**config.mk**
```make
export PLATFORM = sky130hd
export DESIGN_NAME = pc_unit
export DESIGN_NICKNAME = d
export VERILOG_FILES = /design/src/rtl/pc_unit.sv
export SDC_FILE = /design/constraint.sdc
export NUM_CORES = 1
export LEC_CHECK = 0
export ABC_AREA = 0
export CORE_ASPECT_RATIO = 0.5
export CORE_UTILIZATION = 33
export DETAILED_ROUTE_END_ITERATION = 8
export GPL_TIMING_DRIVEN = 0
export PLACE_DENSITY_LB_ADDON = 0.3
export SLEW_MARGIN = 20
export SYNTH_ARGS = -nofsm -noshare
export SYNTH_HDL_FRONTEND = slang
export SYNTH_SLANG_ARGS = --single-unit
```
**constraint.sdc**
```tcl
create_clock -name clock -period 5.47 [get_ports clock]
set_clock_uncertainty 0.1 [all_clocks]
set_input_delay 0.547 -clock clock [delete_from_list [all_inputs] [get_ports clock]]
set_output_delay 0.547 -clock clock [all_outputs]
set_load 0.03 [all_outputs]
```
**src/rtl/pc_unit.sv**
```systemverilog
// Program-counter stage: produces fetch addresses with stall, branch redirect,
// a one-deep buffered redirect for branches seen during a stall, and flush.
module pc_unit #(
  parameter int unsigned                 ADDR_WIDTH   = 32,
  parameter logic [ADDR_WIDTH-1:0]       RESET_VECTOR = '0,
  parameter int unsigned                 INST_BYTES   = 4
) (
  input  logic                  clock,
  input  logic                  reset,
  input  logic                  stall,
  input  logic                  flush,
  input  logic [ADDR_WIDTH-1:0] flush_target,
  input  logic                  branch_valid,
  input  logic [ADDR_WIDTH-1:0] branch_target,
  output logic [ADDR_WIDTH-1:0] program_counter,
  output logic                  chip_enable,
  output logic                  redirect_pending
);

  localparam logic [ADDR_WIDTH-1:0] STEP       = ADDR_WIDTH'(INST_BYTES);
  // INST_BYTES is a power of two, so STEP-1 covers exactly the offset bits.
  localparam logic [ADDR_WIDTH-1:0] ALIGN_MASK = ~(STEP - ADDR_WIDTH'(1));

  logic [ADDR_WIDTH-1:0] pc_q, pc_d;
  logic [ADDR_WIDTH-1:0] pend_tgt_q, pend_tgt_d;
  logic                  ce_q, ce_d;
  logic                  pend_q, pend_d;

  always_ff @(posedge clock or posedge reset) begin
    if (reset) begin
      pc_q       <= RESET_VECTOR;
      pend_tgt_q <= '0;
      ce_q       <= 1'b0;
      pend_q     <= 1'b0;
    end else begin
      pc_q       <= pc_d;
      pend_tgt_q <= pend_tgt_d;
      ce_q       <= ce_d;
      pend_q     <= pend_d;
    end
  end

  always_comb begin
    pc_d       = pc_q;
    pend_tgt_d = pend_tgt_q;
    ce_d       = ce_q;
    pend_d     = pend_q;

    if (!ce_q) begin
      // First edge out of reset only enables fetch; PC stays on the vector.
      ce_d = 1'b1;
    end else if (flush) begin
      pc_d   = flush_target & ALIGN_MASK;
      pend_d = 1'b0;
    end else if (branch_valid && !stall) begin
      pc_d   = branch_target & ALIGN_MASK;
      pend_d = 1'b0;
    end else if (branch_valid) begin
      pend_tgt_d = branch_target & ALIGN_MASK;
      pend_d     = 1'b1;
    end else if (pend_q && !stall) begin
      pc_d   = pend_tgt_q;
      pend_d = 1'b0;
    end else if (!stall) begin
      pc_d = pc_q + STEP;
    end
  end

  assign program_counter  = pc_q;
  assign chip_enable      = ce_q;
  assign redirect_pending = pend_q;

endmodule
```
Word level (Yosys, flattened, before mapping):

Cells that the tools add are included.

* mux-type cells: 9
* reduce and logical (&&, ||, !) cells: 7
* bitwise logic cells: 2
* add/subtract/negate cells: 1
* equal/unequal tests: 2

Operators by type and width (count)
* 32-bit 2-to-1 mux: 5
* 32-bit by 3-bit adder with 32-bit output, second input constant: 1
* 1-bit 2-to-1 mux: 4
* 4-bit by 1-bit != test with 1-bit output, second input constant: 1
* 4-bit AND reduction: 1
* 4-bit nonzero test: 1
* 3-bit by 2-bit != test with 1-bit output, second input constant: 1
* 3-bit AND reduction: 1
* 1-bit logical AND: 2
* 1-bit NOT: 2
* 2-bit AND reduction: 1
* 1-bit zero test: 1

* flip-flop bits (word level): 64
* logic and storage cells: 25

Depth between registers and ports, before layout:

* depth after elaboration: 6
* gate-level depth with buffers: 8

Worst setup path before layout:

OpenSTA, ideal clock, no wires.

* path type: register to register
* from: reg pc_q[6], in the netlist program_counter[6]
* to: reg pc_q[27], in the netlist program_counter[27]
* clock period less this slack: 2.043 ns
* path buffers: 0
* library setup time: 0.126 ns
* arrival time: 1.817 ns
* stages on the path, launching flop included: 6
* path slack: 3.427 ns
* cell sequence: dfrtp_1 > nand3_1 > nor4b_4 > nand2_1 > a21o_1 > a221o_1

* cells in the longest elaborated chain, start to end: 6

Ends and longest elaborated chain
* start, declared: line 24 `logic [ADDR_WIDTH-1:0] pc_q, pc_d;`
* start signal, assigned: line 36 `pc_q <= pc_d;`
* 32-bit by 3-bit adder with 32-bit output: line 65 `pc_d = pc_q + STEP;`
* 32-bit 2-to-1 mux: line 64 `end else if (!stall) begin`
* 32-bit 2-to-1 mux: line 61 `end else if (pend_q && !stall) begin`
* 32-bit 2-to-1 mux: line 58 `end else if (branch_valid) begin`
* 32-bit 2-to-1 mux: line 55 `end else if (branch_valid && !stall) begin`
* 32-bit 2-to-1 mux: line 52 `end else if (flush) begin`

Every way passes these cells. The select of a mux whose other input is x is not followed.
A chain may end at the register's enable or synchronous reset.

Worst setup path after layout:

* from: in stall
* to: reg pc_q[28], in the netlist program_counter[28]

* cells in the longest elaborated chain, start to end: 6
* elaborated cells on any way between the ends: 10
* those cells by class: eq/ne (2); mux (4); reduce/logical (4)

Ends and longest elaborated chain
* start, declared: line 10 `input logic stall,`
* 1-bit zero test
* 1-bit logical AND: line 61
* 32-bit 2-to-1 mux: line 61
* 32-bit 2-to-1 mux: line 58
* 32-bit 2-to-1 mux: line 55
* 32-bit 2-to-1 mux: line 52

Parallel ways exist; a longest one is shown, timed or not. The select of a mux whose other input is x is not followed.

==> out/results.tsv <==
metric	value	unit
hold_end	pend_tgt_q[5]$_DFFE_PP0P_	
drv_cap	0	
antenna_found_initial	0	
die-area	12300	µm²
end_kind	flip-flop	
path_clk_slew	0.05	ns
drive_above_1_share	11.1	%
ant_nets	0	
clockRootBuffer	clkbuf_16	
dr.first_iter.drc_count	473	
slew_violations	0	
portBuffers	96	
finalHoldViolCount	0	
synth_area	3910	µm²
reg2reg_depth	7	
r2r_slack	2.92	ns
cp_cell_sequence	clkdlybuf4s50_1 > nand2b_1 > nand2_1 > clkbuf_1 > buf_1 > o22ai_1 > a21oi_1 > nand2_1	
ir_drop	0.000119	V
period_share	53.5	%
dpl_worst_slack	2.31	ns
pwr-share-clk	32.6	%
cts_hold_buf	0	
drcViolationCount	0	
core-area	11200	µm²
cts_tree	done	
synth.ff_latch_count	62	
area_delta_synth_final	37.7	%
worstReg2RegEnd	program_counter[28]$_DFFE_PP0P_	
ys_types	56	
dr.pass1.iters	5	
final_cell_mix	clkdlybuf4s50_1 (96), dfrtp_1 (62), nor2_1 (36)	
syn_area_per_cell	8.94	µm²
switching_power	0.579	mW
synth_ff_type	dfrtp_1	
internal_power	1.13	mW
cts_max_level	3	
fin_ws	2.55	ns
critPathRequiredTime	5.59	ns
min_period	2.92	ns
synth-seq-area-share	39.6	%
critPathMaxStageDelay	0.64	ns
slew_headroom	48.6	%
overflow	0	
hp-class	reg2reg	
setup_viol	0	
worstSkewPairLatency	0.34	ns
cts_num_sinks	62	
ys_warn_count	0	
min_path_cells	1	
swShare	33.8	%
globalplace.congestion	0.904	
cp-start-kind	input port	
nets	617	
critPathLaunch	stall	
grt_start_max_net_pins	43	
syn_inst	438	
synth_edf_count	0	
totalNegativeSetupSlack	0	ns
r2r_start	chip_enable$_DFF_PP0_	
fmax	342	MHz
layout.cells.non_filler	711	
cts_buffer_depth	2	
path_class	in2reg	
cts_setup_buffers	0	
final_common_cell	clkdlybuf4s50_1	
cts_buffers	9	
cts_resized	0	
routed_via_density	5.78	
antenna_cells	0	
die_h	79.0	µm
initial_utilization	34.8	%
place_hpwl	10200	µm
outcome	completed	
arrival	3.04	ns
power.density	318	nW/µm²
vias	4107	
crit_fanout	10	
grt_usage	23.3	%
design.portCount	103	
wl	14000	µm
async_reset_ff_share	100	%
comb_power_share	29.4	%
rows	27	
grt_pass1_vias	3625	
worstHoldStart	pend_tgt_q[5]$_DFFE_PP0P_	
grt_pass1_wl	21100	µm
slowest_stage	clkdlybuf4s50_1	
placedCellCount	695	
seqPwrFrac	38.0	%
wl_per_cell	19.7	µm
leakage	2.07	nW
worstMarginPinSlew	0.771	ns
rsz0062_at_grt	false	
path_common_cell	nand2_1	
fp.dieW	156	µm
state kept, by name, indices dropped and copies added, names as in the netlist:
register and count:
program_counter 30, redirect_pending 1, chip_enable 1, pend_tgt_q 30
critical path, delay by kind of cell:
kind / cells / cell delay (ns)
AO/OA/AOI/OAI: 2 / 0.29
buffers and inverters: 3 / 1.73
AND/OR/NAND/NOR: 3 / 0.47
Yosys cell counts, types with 4 or more instances:
master | n | area (µm²)
o221ai_1 | 7 | 61.3
nor3_1 | 7 | 35.0
clkbuf_1 | 21 | 78.8
o31ai_1 | 6 | 45.0
nand4_1 | 14 | 87.6
a31oi_1 | 9 | 56.3
a211o_1 | 4 | 35.0
mux2_2 | 30 | 338
o21ai_0 | 25 | 125
nor2_1 | 36 | 135
and3_1 | 7 | 43.8
nand3_1 | 19 | 95.1
o22ai_1 | 6 | 37.5
buf_1 | 4 | 15.0
o21ai_1 | 4 | 20.0
or3_1 | 8 | 50.1
inv_1 | 7 | 26.3
o211ai_1 | 7 | 52.6
a21oi_1 | 28 | 140
and4_1 | 4 | 35.0
xnor2_1 | 4 | 35.0
buf_2 | 5 | 25.0
dfrtp_1 | 62 | 1550
a221oi_1 | 6 | 52.6
a221o_1 | 4 | 40.0
and2_1 | 8 | 50.1
a211oi_1 | 8 | 60.1
nand2b_1 | 9 | 56.3
nand2_1 | 34 | 128
stage by stage:
step                hold slack (ns)  area [µm²]  util, %  total power [mW]
global placement              0.382        5080     45.1              1.14
finish                        0.399        5390     47.9              1.71
global route                  0.413        5390     47.9              1.78
CTS                           0.402        5390     47.9              1.71
floorplan                     0.371        3920        -             0.926
detailed placement            0.390        5110     45.4              1.15
per-layer routing:
metal  vias to the layer above  wire [µm]  share of wire, %  GRT usage [%]
met2                       214       5960                42           33.1
li1                       1873          -                 -              -
met3                        14       1560                11           6.17
met5                         -          0                 0              0
met4                         0        162               1.2           6.96
met1                      2006       6350                45           34.0
power groups by stage:
stage | combinational (mW) | clock [mW] | sequential (mW)
finish | 0.503 | 0.558 | 0.651
global placement | 0.489 | 0 | 0.652
floorplan | 0.214 | 0 | 0.711
detailed placement | 0.499 | 0 | 0.654
CTS | 0.501 | 0.562 | 0.647
global route | 0.535 | 0.582 | 0.665
how the worst max path moves through the flow:
| stage | end | cells after the start |
|---|---|---|
| final | program_counter[28]$_DFFE_PP0P_ | 8 |
| after global routing | program_counter[28]$_DFFE_PP0P_ | 8 |
| after floorplan | chip_enable$_DFF_PP0_ | 1 |
| after detailed placement | program_counter[25]$_DFFE_PP0P_ | 8 |
| after CTS | program_counter[25]$_DFFE_PP0P_ | 8 |
| after global placement | pend_tgt_q[29]$_DFFE_PP0P_ | 2 |
cell type report:
| cell class | count | area (µm²) |
|---|---|---|
| fillers | 1072 | 5860 |
| multi-input cells | 337 | 2200 |
| flip-flops and latches | 62 | 1550 |
| repair buffers | 97 | 988 |
| clock buffers | 11 | 233 |
| well taps | 159 | 199 |
| plain buffers | 32 | 134 |
| clock inverters | 5 | 50.0 |
| inverters | 8 | 32.5 |
kinds of logic (layout without fill, tap and decap cells):
kind of cell,after synthesis,count (layout),share of synthesized area [%]
adders and majority gates,1,1,0.320
buffers and inverters,40,153,4.19
AOI/OAI and AO/OA,133,133,22.8
other,2,3,0.192
muxes,32,32,9.14
DFF,62,62,39.6
xor gates and xnor gates,7,7,1.57
and+or+nand+nor,161,161,22.2
(Power assumes the default switching activity.)
